==> config.mk <==
export PLATFORM = sky130hd
export DESIGN_NAME = led_breather
export DESIGN_NICKNAME = d
export VERILOG_FILES = /design/src/rtl/led_breather.sv
export SDC_FILE = /design/constraint.sdc
export NUM_CORES = 1
export LEC_CHECK = 0
export CORE_MARGIN = 5
export CORE_UTILIZATION = 51
export CTS_CLUSTER_DIAMETER = 30
export CTS_CLUSTER_SIZE = 40
export DETAILED_ROUTE_END_ITERATION = 6
export HOLD_SLACK_MARGIN = 0.15
export PLACE_DENSITY = 0.69
export SLEW_MARGIN = 20
export SYNTH_ARGS = -nofsm -noshare
export SYNTH_HDL_FRONTEND = slang
export SYNTH_SLANG_ARGS = --single-unit
==> constraint.sdc <==
create_clock -name sys_clk -period 3 [get_ports sys_clk]
set_clock_uncertainty 0.2 [all_clocks]
set_input_delay 0.6 -clock sys_clk [delete_from_list [all_inputs] [get_ports sys_clk]]
set_output_delay 0.6 -clock sys_clk [all_outputs]
set_load 0.01 [all_outputs]
==> src/rtl/led_breather.sv <==
`default_nettype none
// ============================================================================
// Module   : led_breather
// Purpose  : PWM "breathing" chase across three LEDs. The active channel
//            fades 0 -> 255 -> 0 in STEP increments, one increment every
//            PRESCALE clocks, then hands over to the next channel.
// Revision : 1.0 - initial release
// ----------------------------------------------------------------------------
// Parameters
//   PRESCALE   sys_clk cycles per brightness tick (>= 2)
//   STEP       brightness change per tick (1..255)
// Ports
//   sys_clk    in   1  system clock
//   sys_rst    in   1  asynchronous active-high reset
//   enable     in   1  run when high, forced idle when low
//   user_led0  out  1  LED channel 0, registered PWM
//   user_led1  out  1  LED channel 1, registered PWM
//   user_led2  out  1  LED channel 2, registered PWM
//   channel    out  2  active channel index (0..2)
//   cycle_done out  1  one-cycle pulse on the 2 -> 0 channel wrap
// ============================================================================
module led_breather #(
  parameter int PRESCALE = 256,
  parameter int STEP     = 1
) (
  input  logic       sys_clk,
  input  logic       sys_rst,
  input  logic       enable,
  output logic       user_led0,
  output logic       user_led1,
  output logic       user_led2,
  output logic [1:0] channel,
  output logic       cycle_done
);

  localparam int              PS_W    = $clog2(PRESCALE);
  localparam logic [PS_W-1:0] PS_LAST = PS_W'(PRESCALE - 1);
  localparam logic [8:0]      STEP_9  = 9'(STEP);
  localparam logic [7:0]      STEP_8  = 8'(STEP);

  typedef enum logic [1:0] {
    ST_IDLE = 2'd0,
    ST_RISE = 2'd1,
    ST_FALL = 2'd2
  } state_t;

  state_t          state_q,      state_d;
  logic [7:0]      pwm_cnt_q,    pwm_cnt_d;
  logic [PS_W-1:0] presc_q,      presc_d;
  logic [7:0]      level_q,      level_d;
  logic [1:0]      channel_q,    channel_d;
  logic [2:0]      led_q,        led_d;
  logic            cycle_done_q, cycle_done_d;

  logic            tick;
  logic [8:0]      rise_sum;
  logic [1:0]      next_channel;
  logic            pwm_on;

  always_comb begin
    tick         = (presc_q == PS_LAST);
    // Nine-bit sum so the saturation test cannot be fooled by wrap-around.
    rise_sum     = {1'b0, level_q} + STEP_9;
    next_channel = (channel_q == 2'd2) ? 2'd0 : channel_q + 2'd1;
    pwm_on       = (pwm_cnt_q < level_q);

    pwm_cnt_d    = pwm_cnt_q + 8'd1;
    state_d      = state_q;
    presc_d      = presc_q;
    level_d      = level_q;
    channel_d    = channel_q;
    cycle_done_d = 1'b0;
    led_d        = 3'b000;

    case (state_q)
      ST_IDLE: begin
        presc_d = '0;
        level_d = 8'd0;
        if (enable) begin
          state_d = ST_RISE;
        end
      end
      ST_RISE: begin
        if (!enable) begin
          // Disable takes priority over any tick in the same cycle.
          state_d = ST_IDLE;
          presc_d = '0;
          level_d = 8'd0;
        end else begin
          presc_d = tick ? '0 : presc_q + PS_W'(1);
          if (tick) begin
            if (rise_sum >= 9'd255) begin
              level_d = 8'd255;
              state_d = ST_FALL;
            end else begin
              level_d = rise_sum[7:0];
            end
          end
        end
      end
      ST_FALL: begin
        if (!enable) begin
          state_d = ST_IDLE;
          presc_d = '0;
          level_d = 8'd0;
        end else begin
          presc_d = tick ? '0 : presc_q + PS_W'(1);
          if (tick) begin
            if (level_q <= STEP_8) begin
              // Hand-over happens on the final fall tick: no dead cycles.
              level_d      = 8'd0;
              channel_d    = next_channel;
              state_d      = ST_RISE;
              cycle_done_d = (channel_q == 2'd2);
            end else begin
              level_d = level_q - STEP_8;
            end
          end
        end
      end
      default: begin
        state_d = ST_IDLE;
        presc_d = '0;
        level_d = 8'd0;
      end
    endcase

    // LEDs go dark the cycle after enable drops, not one cycle later.
    if ((state_q != ST_IDLE) && enable) begin
      case (channel_q)
        2'd0:    led_d = {2'b00, pwm_on};
        2'd1:    led_d = {1'b0, pwm_on, 1'b0};
        2'd2:    led_d = {pwm_on, 2'b00};
        default: led_d = 3'b000;
      endcase
    end
  end

  always_ff @(posedge sys_clk or posedge sys_rst) begin
    if (sys_rst) begin
      state_q      <= ST_IDLE;
      pwm_cnt_q    <= 8'd0;
      presc_q      <= '0;
      level_q      <= 8'd0;
      channel_q    <= 2'd0;
      led_q        <= 3'b000;
      cycle_done_q <= 1'b0;
    end else begin
      state_q      <= state_d;
      pwm_cnt_q    <= pwm_cnt_d;
      presc_q      <= presc_d;
      level_q      <= level_d;
      channel_q    <= channel_d;
      led_q        <= led_d;
      cycle_done_q <= cycle_done_d;
    end
  end

  assign user_led0  = led_q[0];
  assign user_led1  = led_q[1];
  assign user_led2  = led_q[2];
  assign channel    = channel_q;
  assign cycle_done = cycle_done_q;

endmodule
`default_nettype wire

* Word-level counts from Yosys, hierarchy flattened *
Cells that the tools add are included.

storage, ports and cells
  memories kept = 0
  register bits after elaboration = 32
  RAM bits = 0
  word-level logic and storage cells = 58
  bits of input ports = 3
  latch bits = 0
  ROM bits = 0

operators by class
  add/sub/neg operators = 5
  bitwise logic cells = 0
  muxes and demuxes = 25
  reduce and logical (&&, ||, !) cells = 8
  equal/unequal tests = 10
  div/mod/pow operators = 0
  shift-type cells = 0
  magnitude comparators = 3
  multipliers = 0

operators by type and width
  kind                                                  number
  2-to-1 mux 8 bit                                      9
  adder 8 x 1 -> 8 bit (second input constant)          2
  2-to-1 mux 2 bit                                      8
  one-hot mux 8 bit (2 select lines)                    1
  != test 3 bit (second input constant)                 4
  adder 8 x 1 -> 9 bit (second input constant)          1
  >= comparator 9 x 8 -> 1 bit (second input constant)  1
  one-hot mux 3 bit (3 select lines)                    1
  == test 8 bit (second input constant)                 1
  <= comparator 8 x 1 -> 1 bit (second input constant)  1
  < comparator 8 bit                                    1
  subtractor 8 x 1 -> 8 bit (second input constant)     1
  one-hot mux 2 bit (3 select lines)                    1
  AND reduction 5 bit                                   1
  == test 2 x 1 -> 1 bit (second input constant)        2
  == test 2 bit (second input constant)                 2
  logical NOT 2 bit                                     2
  2-to-1 mux 1 bit                                      4
  AND reduction 4 bit                                   1
  2-to-1 mux 3 bit                                      1
  adder 2 x 1 -> 2 bit (second input constant)          1
  != test 2 bit (second input constant)                 1
  AND reduction 2 bit                                   1
  nonzero test 2 bit                                    1
  2 further kinds                                       2

* Longest topological paths before layout *
  word-level depth = 6
  gate-level depth with buffers = 9

* Worst setup path after synthesis *
Ideal clock, no wire load.

  kind = register to register
  from = reg level_q[0]
  to = reg state_q[0]
  required time = 2.675 ns
  path slack = 0.743 ns
  arrival time = 1.932 ns
  cell stages (with the launch flop) = 10
  setup time = 0.125 ns
  clock period less this slack = 2.257 ns
  path through = dfrtp_1 -> buf_4 -> inv_1 -> ha_1 -> buf_2 -> or2_1 -> a31oi_4 -> nor3_2 -> o21ai_2 -> mux2_4

on the way
  cells in the longest elaborated chain, start to end = 4
  elaborated cells between the ends (all ways) = 6
  classes of those cells = 1 x add/sub; 2 x order compare; 2 x eq/ne; 1 x reduce/logical

ends and longest elaborated chain
  item                                      line  source
  start, declared                           50    logic [7:0] level_q, level_d;
  start signal, assigned                    152   level_q <= level_d;
  adder 8 x 1 -> 9 bit                      63    rise_sum = {1'b0, level_q} + STEP_9;
  >= comparator 9 x 8 -> 1 bit              92    if (rise_sum >= 9'd255) begin
  != test 3 bit (no source line)            -
  AND reduction 5 bit (no source line) (*)  -
  end signal, assigned                      149   state_q <= state_d;
  end, declared                             47    state_t state_q, state_d;

Every way passes the cells marked *; elsewhere a longest branch is shown, timed or not.
A chain may end at the register's enable or synchronous reset.

* Worst setup path in the final report *
Ends and elaborated chain as after synthesis.

==> metrics.txt <==
status=finished, final reports clean; htree depth=2; Ys Warns=0; via count=1731; WL/cell=15.86 um; Hold Path Stages=1; clock sinks=32; CP required=2970 ps; critical path arrival=2340 ps; clock root buffer master=clkbuf_8; Setup violations, final=0; RSZ-0062 raised after global routing=false; Die Y=75.88 um; f_max=423.4 MHz; post-CTS setup buffers=0; cell depth of the worst flop-to-flop path=7; number of global-route vias before repair=1662; Residual DRC=0; Post-synth EDFFs=0; Post-DP HPWL=3339 um; pwr dens=504.4 nW/um^2; Int Power=827.1 uW; Vias/cell=5.948; maximum VDD drop=0.2621 mV; syn_area_per_cell=9.665 um^2; Fin Setup TNS=0 ps; most common cell after layout, fill and taps aside=dfrtp_1; r2r endpoint=state_q[0]; MaxCap Viol Count=0; most frequent cells in the layout=dfrtp_1, nor2_1, ha_1; IO buf count=8; cts repair resizes=0; io pins=9; layout overhead on the synthesized area=9.780%; DR iter-0 viols=74; routability congestion estimate=0.9631; final hold vios=0; Slew @ Worst Pin=430.2 ps; placed cell area=2322 um^2; Core Box Area=4294 um^2; flop2flop setup slack=640 ps; syn nets=249; Seq/Total Area, Yosys=36.18%; fin crit period=2362 ps; Clk pwr share=33.8%; largest net degree at the start of global routing=33; Total Die Area=5758 um^2; worst reg2reg path startpoint=level_q[0]; Hold Startpoint=presc_q[0]; Final Cycle Share=78.72%; worst-case clock buffer depth=2; Post-Layout Cell Count=291; combinational share of power=27.0%; asr flop ratio synth=100.0%; Min-Delay Endpoint=presc_q[0]; 1st-pass router iterations=4; initial antenna violation count=0; Mapped Cells=229; clk_lat worst skew=290 ps; Synth cell types=58; post-route cell area=2430 um^2; initial core utilization=51.54%; worst-path maximum fanout=10; Synth Register Bits=32; die width=75.88 um; Worst Setup SP=level_q[0]; CTS tree=built; Critical Path Source Type=register; Slew HR=71.32%; diode count=0; global-route wire length before repair=7755 um; Worst-path clk slew=70 ps; WL final=4614 um; P_leak=0.001003 uW; sequential share of power=39.1%; layout cells sized above 1=12.55%; CP Capture Type=register; cts hold-fix bufs=0; min-delay worst type=reg -> reg; Switching Share=32.51%; # rows=24; Max Slew Vio Count=0; cts bufs inserted=5; fillers=383; fin nets=258; Detail Route Antenna Nets=0; Psw=398.4 uW; critical setup path kind=reg -> reg; Overall Global Routing Usage=17.98%; Congestion Overflow GR=0; Post-Syn Area=2213 um^2; ys flop type=dfrtp_1; Inst Count DP=283
==> critical path, stage by stage, from the launching register on <==
cell and delay [ps]:
dfrtp_1 480, inv_1 110, ha_1 340, or2_1 360, a31oi_4 280, nor3_2 80, o21ai_2 80, mux2_4 310
==> Yosys cell counts, drive strengths merged (3+ instances only) <==
cell | count | area share, %
nand4 | 8 | 2.5
a31oi | 9 | 3.9
nor3 | 6 | 2.6
nand2 | 12 | 2.1
mux2 | 3 | 1.7
buf | 9 | 3.0
or3 | 5 | 2.1
nor2b | 3 | 0.85
dfrtp | 32 | 36
nand3 | 10 | 2.3
and3 | 6 | 1.7
a21oi | 12 | 2.7
xnor2 | 7 | 2.8
xor2 | 6 | 2.4
ha | 17 | 9.6
inv | 12 | 2.0
nor2 | 19 | 3.6
o31ai | 4 | 2.0
o21ai | 14 | 3.3
==> kinds of logic after synthesis <==
kind of cell,Yosys count,synth area share [%]
AND/OR/NAND/NOR,80,21.25
AO/OA/AOI/OAI,58,19.67
flip-flops,32,36.18
buffers and inverters,24,5.540
adder cells (fa/ha/maj),17,9.610
XOR/XNOR,13,5.144
multiplexers,5,2.600
==> power by group through the flow <==
stage	Clock, uW	Combinational, uW	Sequential [uW]
floorplan	0	254	476
global placement	0	327	487
detailed placement	0	331	488
CTS	424	332	480
global route	443	368	483
finish	415	331	480
==> sequential cells by signal (all words and copies together), names as in the netlist <==
register,flops
level_q,8
presc_q,8
pwm_cnt_q,8
led_q,3
channel,2
state_q,2
cycle_done,1
==> metal layers <==
layer  global-route usage, %  vias to the layer above  part of all wire, %
met3                   4.485                       12                  5.4
met2                   29.09                       51                   47
met4                   6.796                        0                  2.6
met5                       0                        -                    0
li1                        -                      852                    -
met1                   23.08                      816                   45
==> worst max path at each step <==
stage / end / slack [ps] / depth (start not counted)
detailed placement: state_q[0] / 480 / 6
global placement: state_q[0] / 520 / 6
finish: state_q[0] / 640 / 7
CTS: state_q[0] / 630 / 7
global route: state_q[0] / 490 / 7
floorplan: state_q[0] / 740 / 9
==> stage by stage <==
stage / setup slack [ps] / hold slack, ps / total power [uW] / utilization (%)
global route: 487.4 / 302.5 / 1295 / 56.59
detailed placement: 484.8 / 279.1 / 818.8 / 54.08
global placement: 522.7 / 269.4 / 813.9 / 54.08
finish: 638.4 / 283.2 / 1226 / 56.59
floorplan: 743.0 / 247.0 / 730.2 / -
CTS: 630.2 / 286.1 / 1235 / 56.59
==> cell type report <==
class                   instances  area (um^2)  share of cell area (%)
well taps                      52        65.06                   2.678
multi-input cells             173         1290                   53.09
repair buffers                 13        117.6                   4.840
flip-flops and latches         32        800.8                   32.96
clock inverters                 2        35.03                   1.442
clock buffers                   6        72.57                   2.987
inverters                      13        48.80                   2.008
Power figures use the tool's default switching activity.
